--- config.mk ---
export PLATFORM = sky130hd
export DESIGN_NAME = branch_resolve_unit
export DESIGN_NICKNAME = d
export VERILOG_FILES = /design/src/rtl/branch_resolve_unit.sv
export SDC_FILE = /design/constraint.sdc
export NUM_CORES = 1
export LEC_CHECK = 0
export BUFFER_PORTS_ARGS = -buffer_cell sky130_fd_sc_hd__buf_2
export CORE_ASPECT_RATIO = 1.5
export CORE_UTILIZATION = 30
export CTS_CLUSTER_SIZE = 16
export DETAILED_ROUTE_END_ITERATION = 8
export PLACE_DENSITY = 0.57
export SLEW_MARGIN = 20
export SYNTH_ARGS = -nofsm -noshare
export SYNTH_HDL_FRONTEND = slang
export SYNTH_SLANG_ARGS = --single-unit
--- constraint.sdc ---
create_clock -name clk -period 6.9 [get_ports clk]
set_input_delay 0.69 -clock clk [delete_from_list [all_inputs] [get_ports clk]]
set_output_delay 0.69 -clock clk [all_outputs]
set_load 0.05 [all_outputs]
--- src/rtl/branch_resolve_unit.sv ---
// Registered branch-resolution stage: evaluates branches/jalr/traps, issues a held
// fetch redirect, a one-cycle predictor-training pulse and saturating mispredict counters.
module branch_resolve_unit #(
    parameter int XLEN      = 32,
    parameter int PC_WIDTH  = 32,
    parameter int CNT_WIDTH = 32
) (
    input  logic                 clk,
    input  logic                 rst,
    input  logic                 in_valid_i,
    output logic                 in_ready_o,
    input  logic                 in_is_branch_i,
    input  logic                 in_is_jalr_i,
    input  logic                 in_is_trap_i,
    input  logic [5:0]           in_branch_op_i,
    input  logic [XLEN-1:0]      in_src1_i,
    input  logic [XLEN-1:0]      in_src2_i,
    input  logic [XLEN-1:0]      in_imm_i,
    input  logic [PC_WIDTH-1:0]  in_pc_i,
    input  logic [PC_WIDTH-1:0]  in_npc_i,
    input  logic [PC_WIDTH-1:0]  in_trap_target_i,
    input  logic                 in_pred_i,
    input  logic                 in_pred_local_i,
    input  logic                 in_pred_global_i,
    output logic                 redir_valid_o,
    input  logic                 redir_ready_i,
    output logic [PC_WIDTH-1:0]  redir_pc_o,
    output logic                 upd_valid_o,
    output logic [PC_WIDTH-1:0]  upd_pc_o,
    output logic                 upd_taken_o,
    output logic                 upd_ok_o,
    output logic                 upd_local_ok_o,
    output logic                 upd_global_ok_o,
    input  logic                 cnt_clear_i,
    output logic [CNT_WIDTH-1:0] cnt_branch_o,
    output logic [CNT_WIDTH-1:0] cnt_mispred_o,
    output logic [CNT_WIDTH-1:0] cnt_local_mispred_o,
    output logic [CNT_WIDTH-1:0] cnt_global_mispred_o
);

    typedef enum logic {IDLE, HOLD} state_t;
    state_t state;

    logic                eq, lt, ltu, taken, accept, br_acc, need_redir;
    logic                ok, local_ok, global_ok;
    logic [5:0]          cond;
    logic [PC_WIDTH-1:0] imm_pc, br_next, jalr_sum, actual_next;

    assign eq    = (in_src1_i == in_src2_i);
    assign lt    = ($signed(in_src1_i) < $signed(in_src2_i));
    assign ltu   = (in_src1_i < in_src2_i);
    assign cond  = {~ltu, ltu, ~lt, lt, ~eq, eq};
    assign taken = |(in_branch_op_i & cond);

    assign imm_pc   = in_imm_i[PC_WIDTH-1:0];
    assign br_next  = taken ? (in_pc_i + imm_pc) : (in_pc_i + PC_WIDTH'(4));
    assign jalr_sum = in_src1_i[PC_WIDTH-1:0] + imm_pc;

    always_comb begin
        actual_next = br_next;
        if (in_is_trap_i)      actual_next = in_trap_target_i;
        else if (in_is_jalr_i) actual_next = {jalr_sum[PC_WIDTH-1:1], 1'b0};
    end

    // Comparing against the followed PC catches both direction and target mispredicts.
    assign need_redir = in_is_trap_i | ((in_is_branch_i | in_is_jalr_i) & (actual_next != in_npc_i));
    assign in_ready_o = ~redir_valid_o;
    assign accept     = in_valid_i & in_ready_o;
    assign br_acc     = accept & in_is_branch_i;
    assign ok         = (taken == in_pred_i) & (actual_next == in_npc_i);
    assign local_ok   = (taken == in_pred_local_i);
    assign global_ok  = (taken == in_pred_global_i);

    function automatic logic [CNT_WIDTH-1:0] sat_inc(input logic [CNT_WIDTH-1:0] v, input logic en);
        return (en && (v != '1)) ? v + 1'b1 : v;
    endfunction

    always_ff @(posedge clk) begin
        if (rst) begin
            state                <= IDLE;
            redir_valid_o        <= 1'b0;
            redir_pc_o           <= '0;
            upd_valid_o          <= 1'b0;
            upd_pc_o             <= '0;
            upd_taken_o          <= 1'b0;
            upd_ok_o             <= 1'b0;
            upd_local_ok_o       <= 1'b0;
            upd_global_ok_o      <= 1'b0;
            cnt_branch_o         <= '0;
            cnt_mispred_o        <= '0;
            cnt_local_mispred_o  <= '0;
            cnt_global_mispred_o <= '0;
        end else begin
            upd_valid_o <= br_acc;
            if (br_acc) begin
                upd_pc_o        <= in_pc_i;
                upd_taken_o     <= taken;
                upd_ok_o        <= ok;
                upd_local_ok_o  <= local_ok;
                upd_global_ok_o <= global_ok;
            end
            case (state)
                IDLE: if (accept && need_redir) begin
                    state         <= HOLD;
                    redir_valid_o <= 1'b1;
                    redir_pc_o    <= actual_next;
                end
                HOLD: if (redir_ready_i) begin
                    state         <= IDLE;
                    redir_valid_o <= 1'b0;
                end
            endcase
            if (cnt_clear_i) begin
                cnt_branch_o         <= '0;
                cnt_mispred_o        <= '0;
                cnt_local_mispred_o  <= '0;
                cnt_global_mispred_o <= '0;
            end else begin
                cnt_branch_o         <= sat_inc(cnt_branch_o, br_acc);
                cnt_mispred_o        <= sat_inc(cnt_mispred_o, br_acc & ~ok);
                cnt_local_mispred_o  <= sat_inc(cnt_local_mispred_o, br_acc & ~local_ok);
                cnt_global_mispred_o <= sat_inc(cnt_global_mispred_o, br_acc & ~global_ok);
            end
        end
    end

endmodule

* After elaboration in Yosys (flattened, before gate mapping)
Index checks and enable logic that the tools add are counted.
** Cells by class
- Bitwise operators :: 18
- Add/subtract/negate cells :: 7
- Equal/unequal tests :: 12
- Reduce and logical (&&, ||, !) cells :: 9
- Mux-type cells :: 9
- Order comparisons :: 2
** Operator list (number)
- $add 32x1->32 const B :: 4
- $ne 32x32->1 const B :: 4
- $mux 32 :: 3
- $add 32x32->32 :: 2
- $eq 32x32->1 :: 2
- $lt 32x32->1 :: 2
- $add 32x3->32 const B :: 1
- $ne 32x32->1 :: 1
- $not 1->1 :: 8
- $and 1x1->1 :: 7
- $and 6x6->6 :: 1
- $reduce_or 6->1 :: 1
- $logic_and 1x1->1 :: 5
- $mux 1 :: 4
- $ne 2x2->1 const B :: 2
- $pmux 1 s2 :: 2
- $reduce_and 2->1 :: 2
- $eq 1x1->1 :: 3
- $or 1x1->1 :: 2
- $reduce_or 2->1 :: 1
** Word-level totals
- Register bits after elaboration :: 199
- Input port bits :: 209
- Word-level logic and storage cells :: 70

* Longest topological paths before layout
Gate-level depths: netlist of the first run.
- Word-level depth :: 13
- Mapped depth :: 22
- Depth with buffers taken out :: 16

* Worst setup path after synthesis of the first run
No wires, ideal clock.
- Path type :: input to register
- Start point :: in in_imm_i[0]
- End point :: reg redir_pc_o[0]
- Setup time :: 0.121 ns
- Arrival time :: 4.988 ns
- Cell stages on the path :: 17
- Data required time :: 6.779 ns
- Setup slack :: 1.792 ns
- Cells stage by stage :: ha_1 fa_1 a21o_1 a221oi_1 nor4_1 or3_1 a21bo_2 xnor2_1 mux2_2 a21oi_1 xor2_1 or4_1 nor3_1 or4b_1 buf_4 nand2_8 mux2_2
** On the way
- Longest elaborated chain between the ends :: 9
- Elaborated cells on any way between the ends :: 10
- Classes of those cells :: add/sub (2); eq/ne (1); mux (3); bitwise (2); reduce/logical (2)
** Ends and longest elaborated chain
- from (decl) :: line 18 : input logic [XLEN-1:0] in_imm_i,
- $add 32x32->32 :: line 56 : assign br_next = taken ? (in_pc_i + imm_pc) : (in_pc_i + PC_WIDTH'(4));
- $mux 32 :: line 56
- $mux 32 * :: line 62 : else if (in_is_jalr_i) actual_next = {jalr_sum[PC_WIDTH-1:1], 1'b0};
- $mux 32 * :: line 61 : if (in_is_trap_i) actual_next = in_trap_target_i;
- $ne 32x32->1 :: line 66 : assign need_redir = in_is_trap_i | ((in_is_branch_i | in_is_jalr_i) & (actual_next != in_npc_i));
- $and 1x1->1 :: line 66
- $or 1x1->1 :: line 66
- $logic_and 1x1->1 :: line 103 : IDLE: if (accept && need_redir) begin
- $reduce_and 2->1 (no line)
- to (signal assigned) :: line 106 : redir_pc_o <= actual_next;
- to (decl) :: line 27 : output logic [PC_WIDTH-1:0] redir_pc_o,
Every way passes the cells marked *; elsewhere a longest branch is shown, timed or not.
A chain may end at the register's enable or synchronous reset.

* Final worst setup path of the first run
- Start point :: in in_src1_i[31]
- End point :: reg redir_pc_o[1]
** On the way
- Longest elaborated chain between the ends :: 12
- Elaborated cells on any way between the ends :: 17
- Classes of those cells :: add/sub (1); order compare (2); eq/ne (2); mux (3); bitwise (6); reduce/logical (3)
** Ends and longest elaborated chain
- from (decl) :: line 16 : input logic [XLEN-1:0] in_src1_i,
- $lt 32x32->1 (tied with other cells) :: line 50 : assign lt = ($signed(in_src1_i) < $signed(in_src2_i));
- $not 1->1 :: line 52 : assign cond = {~ltu, ltu, ~lt, lt, ~eq, eq};
- $and 6x6->6 :: line 53 : assign taken = |(in_branch_op_i & cond);
- $reduce_or 6->1 :: line 53
- $mux 32 :: line 56
- $mux 32 * :: line 62
- $mux 32 * :: line 61
- $ne 32x32->1 :: line 66
- $and 1x1->1 :: line 66
- $or 1x1->1 :: line 66
- $logic_and 1x1->1 :: line 103
- $reduce_and 2->1 (no line)
Marked as above.

==> results of run 1 <==
layer usage:
layer / routed length [um] / global-route usage / vias to the layer above / part of all wire
li1: - / - / 8390 / -
met1: 27070 / 0.2792 / 8406 / 0.39
met2: 34950 / 0.4490 / 649 / 0.50
met3: 3421 / 0.03865 / 160 / 0.049
met4: 3723 / 0.1352 / 8 / 0.054
met5: 52 / 0 / - / 0.00075
area by class of cell:
class	count	area, sq um
clock inverters	15	183.9
fillers	5594	33250
diodes	6	15.01
multi-input cells	1735	11270
flip-flops and latches	199	3984
repair buffers	442	2315
well taps	682	853.3
clock buffers	17	425.4
inverters	76	285.3
cells by family after synthesis:
logic type | synth area share
and+or+nand+nor | 0.2865
AOI/OAI and AO/OA | 0.1966
DFF | 0.2494
xor gates and xnor gates | 0.1103
buffers and inverters | 0.04754
adders and majority gates | 0.07925
muxes | 0.03054
stage by stage:
stage	instance area (sq um)	instances	total power, mW	utilization
2_1_floorplan	15980	2120	1.976	-
3_3_place_gp	18700	3134	2.381	0.3557
3_5_place_dp	18700	3134	2.386	0.3557
4_1_cts	19310	3166	3.479	0.3673
5_1_grt	19320	3171	3.622	0.3675
6_report	19330	3172	3.465	0.3676
report_power, final:
part           switching (mW)  internal (mW)
sequential             0.0172           1.18
combinational           0.780          0.401
clock                   0.587          0.499
total                    1.38           2.08
cell usage after synthesis, types with 6 or more instances:
cell type | number | area, sq um
sky130_fd_sc_hd__dfxtp_1 | 199 | 3984
sky130_fd_sc_hd__mux2i_1 | 33 | 330.3
sky130_fd_sc_hd__and4_1 | 13 | 113.9
sky130_fd_sc_hd__a221oi_1 | 11 | 96.34
sky130_fd_sc_hd__nor2_1 | 201 | 754.5
sky130_fd_sc_hd__o21ai_0 | 70 | 350.3
sky130_fd_sc_hd__a31oi_1 | 15 | 93.84
sky130_fd_sc_hd__a211oi_1 | 18 | 135.1
sky130_fd_sc_hd__a21o_1 | 25 | 187.7
sky130_fd_sc_hd__nor3_1 | 44 | 220.2
sky130_fd_sc_hd__mux2_2 | 14 | 157.7
sky130_fd_sc_hd__or3_1 | 31 | 193.9
sky130_fd_sc_hd__and2_1 | 12 | 75.07
sky130_fd_sc_hd__ha_1 | 98 | 1226
sky130_fd_sc_hd__a211o_1 | 8 | 70.07
sky130_fd_sc_hd__nand2b_1 | 6 | 37.54
sky130_fd_sc_hd__nand2_1 | 264 | 991.0
sky130_fd_sc_hd__xor2_1 | 114 | 998.5
sky130_fd_sc_hd__buf_2 | 7 | 35.03
sky130_fd_sc_hd__nor3b_1 | 8 | 60.06
sky130_fd_sc_hd__clkbuf_1 | 88 | 330.3
sky130_fd_sc_hd__nand4_1 | 67 | 419.2
sky130_fd_sc_hd__o22a_1 | 6 | 52.55
sky130_fd_sc_hd__inv_1 | 75 | 281.5
sky130_fd_sc_hd__a21oi_1 | 181 | 905.9
sky130_fd_sc_hd__nor2b_1 | 21 | 131.4
sky130_fd_sc_hd__o311ai_0 | 6 | 52.55
sky130_fd_sc_hd__o21bai_1 | 6 | 45.04
sky130_fd_sc_hd__or4_1 | 34 | 255.2
sky130_fd_sc_hd__o211ai_1 | 35 | 262.8
sky130_fd_sc_hd__o31ai_1 | 9 | 67.56
sky130_fd_sc_hd__xnor2_1 | 82 | 718.2
sky130_fd_sc_hd__buf_1 | 6 | 22.52
sky130_fd_sc_hd__nand3_1 | 101 | 505.5
sky130_fd_sc_hd__o221ai_1 | 9 | 78.83
sky130_fd_sc_hd__nor4b_1 | 7 | 61.31
sky130_fd_sc_hd__and3_1 | 44 | 275.3
sky130_fd_sc_hd__o22ai_1 | 9 | 56.30
sky130_fd_sc_hd__o21a_1 | 17 | 127.6
sky130_fd_sc_hd__nor3b_2 | 11 | 137.6
sky130_fd_sc_hd__nor4_1 | 18 | 112.6
worst max-delay path, cell delays in order:
cell and delay, ns:
sky130_fd_sc_hd__buf_2 0.11, sky130_fd_sc_hd__ha_1 0.54, sky130_fd_sc_hd__nand4_2 0.21, sky130_fd_sc_hd__nor4_4 0.59, sky130_fd_sc_hd__a21bo_1 0.22, sky130_fd_sc_hd__nand3_2 0.10
sky130_fd_sc_hd__or2_4 0.28, sky130_fd_sc_hd__o22ai_4 0.71, sky130_fd_sc_hd__mux2i_1 0.58, sky130_fd_sc_hd__o211ai_1 0.16, sky130_fd_sc_hd__a2111o_1 0.43, sky130_fd_sc_hd__nor4_2 0.33
sky130_fd_sc_hd__nand4_1 0.15, sky130_fd_sc_hd__or4b_1 0.67, sky130_fd_sc_hd__buf_4 0.30, sky130_fd_sc_hd__a21oi_1 0.23, sky130_fd_sc_hd__nor3b_2 0.07
final timing paths:
check               startpoint           endpoint  slack, ns  depth (start not counted)
max              in_src1_i[31]      redir_pc_o[1]       0.81                         17
min                upd_pc_o[8]        upd_pc_o[8]       0.45                          2
max reg2reg  cnt_mispred_o[15]  cnt_mispred_o[22]       3.53                         13
min reg2reg        upd_pc_o[8]        upd_pc_o[8]       0.45                          2
sequential cells by signal (all words and copies together) (netlist names), 32 cells and up:
name / flops
upd_pc_o: 32
cnt_local_mispred_o: 32
cnt_global_mispred_o: 32
cnt_mispred_o: 32
cnt_branch_o: 32
redir_pc_o: 32
==> report_table.html, run 1 <==
<table>
<tr><th>Metric</th><th>Value</th></tr>
<tr><th colspan="2">Global routing</th></tr>
<tr><td>Number of global-route vias before repair</td><td>17.20k</td></tr>
<tr><td>Antenna violations before repair</td><td>11</td></tr>
<tr><td>Largest net degree at the start of global routing</td><td>91</td></tr>
<tr><td>First-pass GRT wire length</td><td>102.9 mm</td></tr>
<tr><td>Grt ovf</td><td>0</td></tr>
<tr><td>GR Util All Layers</td><td>0.2504</td></tr>
<tr><th colspan="2">Timing</th></tr>
<tr><td>Least-Margin Pin Slew</td><td>1.129 ns</td></tr>
<tr><td>Count of final setup violators</td><td>0</td></tr>
<tr><td>Fmax achieved</td><td>164.1 MHz</td></tr>
<tr><td>Final worst-path cycle share</td><td>0.8829</td></tr>
<tr><td>Clock skew</td><td>0.01506 ns</td></tr>
<tr><td>Setup TNS</td><td>0 ns</td></tr>
<tr><td>Min setup slack post-route</td><td>0.8078 ns</td></tr>
<tr><td>Number of hold violations in the final report</td><td>0</td></tr>
<tr><td>Hold_ws</td><td>0.4549 ns</td></tr>
<tr><td>Setup repair after global routing missed its margin</td><td>no</td></tr>
<tr><td>Minimum clock period</td><td>6.092 ns</td></tr>
<tr><td>Max-Slew Margin vs Limit</td><td>0.2430</td></tr>
<tr><td>Max-slew violation count</td><td>0</td></tr>
<tr><th colspan="2">Die</th></tr>
<tr><td>Starting utilization of the core area</td><td>0.3039</td></tr>
<tr><td>Number of top-level pins</td><td>408</td></tr>
<tr><td>Die ar.</td><td>54,200 sq um</td></tr>
<tr><td>Die Wd</td><td>190.4 um</td></tr>
<tr><td>Height of the die</td><td>284.6 um</td></tr>
<tr><td>Area of the core</td><td>52,580 sq um</td></tr>
<tr><td>Number of rows in the core area</td><td>103</td></tr>
<tr><th colspan="2">Setup path</th></tr>
<tr><td>CP Max Fanout</td><td>30</td></tr>
<tr><td>Data arrival, critical path</td><td>6.42 ns</td></tr>
<tr><td>Crit path kind</td><td>input port to flop</td></tr>
<tr><td>Critical path data required time</td><td>7.23 ns</td></tr>
<tr><td>Category of the worst setup path capture point</td><td>flop</td></tr>
<tr><td>Kind of start point of the critical path</td><td>input port</td></tr>
<tr><th colspan="2">Final layout</th></tr>
<tr><td>Area overhead of the layout relative to synthesis</td><td>20.97%</td></tr>
<tr><td>Most used cells in the layout excluding fill and tap cells</td><td>sky130_fd_sc_hd__buf_2, sky130_fd_sc_hd__nand2_1, sky130_fd_sc_hd__nor2_1</td></tr>
<tr><td>Most frequent standard cell in the layout excluding fill and tap cells</td><td>sky130_fd_sc_hd__buf_2</td></tr>
<tr><td>Total number of nets in the final design</td><td>2,780</td></tr>
<tr><td>Share of final-layout standard cells stronger than drive strength 1</td><td>0.2122</td></tr>
<tr><th colspan="2">Placed design</th></tr>
<tr><td>Pre-CTS setup slack</td><td>0.3995 ns</td></tr>
<tr><td>IO Port Bufs</td><td>407</td></tr>
<tr><td>Post-DP HPWL</td><td>56.22 mm</td></tr>
<tr><td>Final Wtd Congestion</td><td>0.9578</td></tr>
<tr><th colspan="2">Synthesis</th></tr>
<tr><td>Share of the yosys chip area belonging to registers</td><td>0.2494</td></tr>
<tr><td>Ys async rst share</td><td>0</td></tr>
<tr><td>Net Count, Synth</td><td>2,429</td></tr>
<tr><td>Mean area per synthesized cell</td><td>7.536 sq um</td></tr>
<tr><td>Distinct cell type count of the synthesized netlist</td><td>91</td></tr>
<tr><td>Number of synthesized flops with an enable pin</td><td>0</td></tr>
<tr><td>Synthesized instance count</td><td>2,120</td></tr>
<tr><td>#FFs+latches synth</td><td>199</td></tr>
<tr><td>Total standard cell area after synthesis</td><td>15,980 sq um</td></tr>
<tr><td>Synth warn</td><td>0</td></tr>
<tr><td>Top FF cell, synth</td><td>sky130_fd_sc_hd__dfxtp_1</td></tr>
<tr><th colspan="2">Clock network</th></tr>
<tr><td>Buffers inserted during post-CTS setup optimization</td><td>0</td></tr>
<tr><td>Buffer levels on the longest clock path</td><td>2</td></tr>
<tr><td>Clock-pin slew on the worst setup and hold paths</td><td>0.09 ns</td></tr>
<tr><td>Skew-Pair Late Insertion Delay</td><td>0.48 ns</td></tr>
<tr><td># resized after CTS</td><td>0</td></tr>
<tr><td>Clock tree from TritonCTS</td><td>built</td></tr>
<tr><td>Number of hold buffers added after CTS</td><td>0</td></tr>
<tr><td>CTS sink count</td><td>199</td></tr>
<tr><td>Count of H-tree levels built during CTS</td><td>4</td></tr>
<tr><td>Inserted Clock Buffers</td><td>17</td></tr>
<tr><td>Clock Tree Root</td><td>sky130_fd_sc_hd__clkbuf_16</td></tr>
<tr><th colspan="2">Power and ir drop</th></tr>
<tr><td>Power density relative to cell area</td><td>179.3 nW/um^2</td></tr>
<tr><td>Largest vdd supply drop</td><td>0.1923 mV</td></tr>
<tr><td>Leakage power total</td><td>8.268 nW</td></tr>
<tr><th colspan="2">Routing</th></tr>
<tr><td>Count of vias placed by the detailed router</td><td>17.61k</td></tr>
<tr><td>Via-to-Cell Ratio</td><td>5.553</td></tr>
<tr><td>Detailed router's first-iteration violation count</td><td>1,047</td></tr>
<tr><td>DRC violations left</td><td>0</td></tr>
<tr><td>Length of the first detailed-routing pass in iterations</td><td>5</td></tr>
<tr><td>Routed wire length</td><td>69.21 mm</td></tr>
<tr><td>Average routed wire per standard cell</td><td>21.82 um</td></tr>
<tr><td>Count of nets left with antenna violations after detail routing</td><td>0</td></tr>
<tr><th colspan="2">Hold path</th></tr>
<tr><td>Type of the most critical hold path</td><td>flop to flop</td></tr>
<tr><th colspan="2">Status</th></tr>
<tr><td>Status</td><td>complete, no violations</td></tr>
<tr><th colspan="2">Job</th></tr>
<tr><td>Maximum capacitance violations</td><td>0</td></tr>
</table>
Power figures use the tool's default switching activity.
==> run 2: changes to the inputs <==
--- a/config.mk
+++ b/config.mk
@@ -6,11 +6,13 @@
 export NUM_CORES = 1
 export LEC_CHECK = 0
 export BUFFER_PORTS_ARGS = -buffer_cell sky130_fd_sc_hd__buf_2
+export CAP_MARGIN = 0
 export CORE_ASPECT_RATIO = 1.5
 export CORE_UTILIZATION = 30
 export CTS_CLUSTER_SIZE = 16
 export DETAILED_ROUTE_END_ITERATION = 8
 export PLACE_DENSITY = 0.57
+export RECOVER_POWER = 25
 export SLEW_MARGIN = 20
 export SYNTH_ARGS = -nofsm -noshare
 export SYNTH_HDL_FRONTEND = slang
==> report_table.html, run 2 (synthesis gave the netlist of run 1 again) <==
<table>
<tr><th>Metric</th><th>Value</th></tr>
<tr><th colspan="2">Status</th></tr>
<tr><td>Status</td><td>finished, violations left</td></tr>
<tr><td>Failing checks</td><td>capacitance limit, slew limit</td></tr>
<tr><th colspan="2">Timing</th></tr>
<tr><td>Max-Slew Margin vs Limit</td><td>-1.874 (-2.117)</td></tr>
<tr><td>Minimum clock period</td><td>6.208 ns (+0.1154 ns)</td></tr>
<tr><td>Number of hold violations in the final report</td><td>0 (unchanged)</td></tr>
<tr><td>Fmax achieved</td><td>161.1 MHz (-1.9%)</td></tr>
<tr><td>Count of final setup violators</td><td>0 (unchanged)</td></tr>
<tr><td>Setup TNS</td><td>0 ns (unchanged)</td></tr>
<tr><td>Setup repair after global routing missed its margin</td><td>no</td></tr>
<tr><td>Clock skew</td><td>0.01192 ns (-0.003139 ns)</td></tr>
<tr><td>Max-slew violation count</td><td>78 (+78)</td></tr>
<tr><td>Final worst-path cycle share</td><td>0.8997 (+0.01673)</td></tr>
<tr><td>Hold_ws</td><td>0.4582 ns (+0.003231 ns)</td></tr>
<tr><td>Least-Margin Pin Slew</td><td>4.311 ns (+3.183 ns)</td></tr>
<tr><th colspan="2">Setup path</th></tr>
<tr><td>Critical path endpoint</td><td>redir_pc_o[1]</td></tr>
<tr><td>Category of the worst setup path capture point</td><td>flop</td></tr>
<tr><td>Buf+Inv Stages, Crit Path</td><td>2 (unchanged)</td></tr>
<tr><td>Crit path cell chain</td><td>buf_2 -&gt; ha_1 -&gt; nand4_2 -&gt; nor4_4 -&gt; a21bo_1 -&gt; nand3_2 -&gt; or2_4 -&gt; o22ai_4 -&gt; mux2i_1 -&gt; o211ai_1 -&gt; a2111o_1 -&gt; nor4_2 -&gt; nand4_1 -&gt; or4b_1 -&gt; buf_4 -&gt; a21oi_1 -&gt; nor3b_2</td></tr>
<tr><td>Worst R2R End</td><td>cnt_mispred_o[22]</td></tr>
<tr><td>Cell at the slowest stage of the critical path</td><td>sky130_fd_sc_hd__o22ai_4</td></tr>
<tr><td>CP Max Fanout</td><td>30 (unchanged)</td></tr>
<tr><td>Logic depth of the worst register-to-register path</td><td>13 (unchanged)</td></tr>
<tr><td>Reg2Reg Setup Slack</td><td>3.53 ns (about the same)</td></tr>
<tr><td>Kind of cell adding the most delay to the critical path</td><td>simple AND/OR/NAND/NOR gates</td></tr>
<tr><td>Kind of start point of the critical path</td><td>input port</td></tr>
<tr><td>Critical path data required time</td><td>7.09 ns (-0.14 ns)</td></tr>
<tr><td>Delay of the slowest cell on the worst path</td><td>0.71 ns (about the same)</td></tr>
<tr><td>Number of logic stages on the critical path including buffering</td><td>17 (unchanged)</td></tr>
<tr><td>Data arrival, critical path</td><td>6.40 ns (-0.02 ns)</td></tr>
<tr><td>Crit path launch</td><td>in_src1_i[31]</td></tr>
<tr><td>Reg2reg start</td><td>cnt_mispred_o[15]</td></tr>
<tr><td>Crit path kind</td><td>input port to flop</td></tr>
<tr><th colspan="2">Global routing</th></tr>
<tr><td>First-pass GRT wire length</td><td>102.9 mm (unchanged)</td></tr>
<tr><td>Grt ovf</td><td>0 (unchanged)</td></tr>
<tr><td>M3 GR Usage</td><td>0.03865 (unchanged)</td></tr>
<tr><td>Global routing met1 resource utilization</td><td>0.2792 (unchanged)</td></tr>
<tr><td>Number of global-route vias before repair</td><td>17.20k (unchanged)</td></tr>
<tr><td>Met2 GRT Util</td><td>0.4490 (unchanged)</td></tr>
<tr><td>GR Util All Layers</td><td>0.2504 (unchanged)</td></tr>
<tr><td>Grt peak-use layer</td><td>met2</td></tr>
<tr><td>Largest net degree at the start of global routing</td><td>91 (unchanged)</td></tr>
<tr><td>Antenna violations before repair</td><td>11 (unchanged)</td></tr>
<tr><th colspan="2">Power and ir drop</th></tr>
<tr><td>Largest vdd supply drop</td><td>0.1908 mV (-0.77%)</td></tr>
<tr><td>Overall Power</td><td>3.458 mW (-0.20%)</td></tr>
<tr><td>Leakage power total</td><td>7.946 nW (-3.9%)</td></tr>
<tr><td>Power density relative to cell area</td><td>179.9 nW/um^2 (+0.33%)</td></tr>
<tr><th colspan="2">Die</th></tr>
<tr><td>Number of top-level pins</td><td>408 (unchanged)</td></tr>
<tr><td>Height of the die</td><td>284.6 um (unchanged)</td></tr>
<tr><td>Starting utilization of the core area</td><td>0.3039 (unchanged)</td></tr>
<tr><td>Die ar.</td><td>54,200 sq um (unchanged)</td></tr>
<tr><td>Area of the core</td><td>52,580 sq um (unchanged)</td></tr>
<tr><td>Die Wd</td><td>190.4 um (unchanged)</td></tr>
<tr><td>Number of rows in the core area</td><td>103 (unchanged)</td></tr>
<tr><th colspan="2">Routing</th></tr>
<tr><td>Via-to-Cell Ratio</td><td>5.533 (-0.35%)</td></tr>
<tr><td>Average routed wire per standard cell</td><td>21.81 um (about the same)</td></tr>
<tr><td>Count of vias placed by the detailed router</td><td>17.55k (-0.35%)</td></tr>
<tr><td>Detailed router's first-iteration violation count</td><td>1,048 (+0.096%)</td></tr>
<tr><td>Length of the first detailed-routing pass in iterations</td><td>7 (+2)</td></tr>
<tr><td>Count of nets left with antenna violations after detail routing</td><td>0 (unchanged)</td></tr>
<tr><td>DRC violations left</td><td>0 (unchanged)</td></tr>
<tr><td>Routed wire length</td><td>69.18 mm (about the same)</td></tr>
<tr><th colspan="2">Final layout</th></tr>
<tr><td>Area overhead of the layout relative to synthesis</td><td>20.33%</td></tr>
<tr><td>Most used cells in the layout excluding fill and tap cells</td><td>sky130_fd_sc_hd__buf_2, sky130_fd_sc_hd__nand2_1, sky130_fd_sc_hd__nor2_1</td></tr>
<tr><td>Most frequent standard cell in the layout excluding fill and tap cells</td><td>sky130_fd_sc_hd__buf_2</td></tr>
<tr><td>Total number of nets in the final design</td><td>2,780 (unchanged)</td></tr>
<tr><td>Share of final-layout standard cells stronger than drive strength 1</td><td>0.1808 (-0.03140)</td></tr>
<tr><th colspan="2">Clock network</th></tr>
<tr><td>Buffers inserted during post-CTS setup optimization</td><td>0 (unchanged)</td></tr>
<tr><td>Buffer levels on the longest clock path</td><td>2 (unchanged)</td></tr>
<tr><td>Count of H-tree levels built during CTS</td><td>4 (unchanged)</td></tr>
<tr><td># resized after CTS</td><td>0 (unchanged)</td></tr>
<tr><td>Clock-pin slew on the worst setup and hold paths</td><td>0.09 ns (about the same)</td></tr>
<tr><td>Number of hold buffers added after CTS</td><td>0 (unchanged)</td></tr>
<tr><td>Clock Tree Root</td><td>sky130_fd_sc_hd__clkbuf_16</td></tr>
<tr><td>Clock tree from TritonCTS</td><td>built</td></tr>
<tr><td>Inserted Clock Buffers</td><td>17 (unchanged)</td></tr>
<tr><td>Skew-Pair Late Insertion Delay</td><td>0.48 ns (about the same)</td></tr>
<tr><td>CTS sink count</td><td>199 (unchanged)</td></tr>
<tr><th colspan="2">Placed design</th></tr>
<tr><td>Post-DP HPWL</td><td>56.22 mm (unchanged)</td></tr>
<tr><td>Final Wtd Congestion</td><td>0.9578 (unchanged)</td></tr>
<tr><td>IO Port Bufs</td><td>407 (unchanged)</td></tr>
<tr><th colspan="2">Job</th></tr>
<tr><td>Maximum capacitance violations</td><td>1 (+1)</td></tr>
<tr><th colspan="2">Hold path</th></tr>
<tr><td>Type of the most critical hold path</td><td>flop to flop</td></tr>
</table>
==> run 2: worst min path at each step <==
stage          cells after the start  slack, ns          from            to
3_3_place_gp                       2       0.44   upd_pc_o[3]   upd_pc_o[3]
3_5_place_dp                       2       0.44   upd_pc_o[8]   upd_pc_o[8]
5_1_grt                            2       0.48  upd_pc_o[19]  upd_pc_o[19]
6_report                           2       0.46   upd_taken_o   upd_taken_o
2_1_floorplan                      2       0.46         state         state
4_1_cts                            2       0.46   upd_pc_o[8]   upd_pc_o[8]
==> run 2: metal layers <==
metal / wire length [um] / vias up
li1: - / 8398
met1: 26760 / 8343
met2: 34780 / 644
met3: 3787 / 159
met4: 3801 / 8
met5: 52 / -
==> run 2: cell type report <==
type	instances	area, sq um
Inverter	76	285.3
Clock inverter	15	183.9
Multi-Input combinational cell	1735	11270
Timing Repair Buffer	442	2212
Tap cell	682	853.3
Sequential cell	199	3984
Clock buffer	17	425.4
Antenna cell	6	15.01
Fill cell	5619	33360
==> run 2: tightest hold or removal path, delay by kind of cell (launching register included) <==
kind,cells,cell delay (ns)
DFF,1,0.32
and+or+nand+nor,1,0.05
AOI/OAI and AO/OA,1,0.05
==> run 2: power breakdown <==
group	switching, mW	total (mW)	internal (mW)
Sequential	0.0181	1.20	1.18
Clock	0.586	1.09	0.499
Combinational	0.780	1.17	0.394
Total	1.38	3.46	2.07
==> run 2: metrics by stage <==
| stage | util | setup slack [ns] | instance area, sq um | instances |
|---|---|---|---|---|
| after floorplan | - | 1.792 | 15980 | 2120 |
| after global placement | 0.3557 | 0.5119 | 18700 | 3134 |
| after detailed placement | 0.3557 | 0.3995 | 18700 | 3134 |
| after CTS | 0.3673 | 0.9246 | 19310 | 3166 |
| after global routing | 0.3656 | 0.5321 | 19220 | 3171 |
| final | 0.3656 | 0.6924 | 19220 | 3172 |
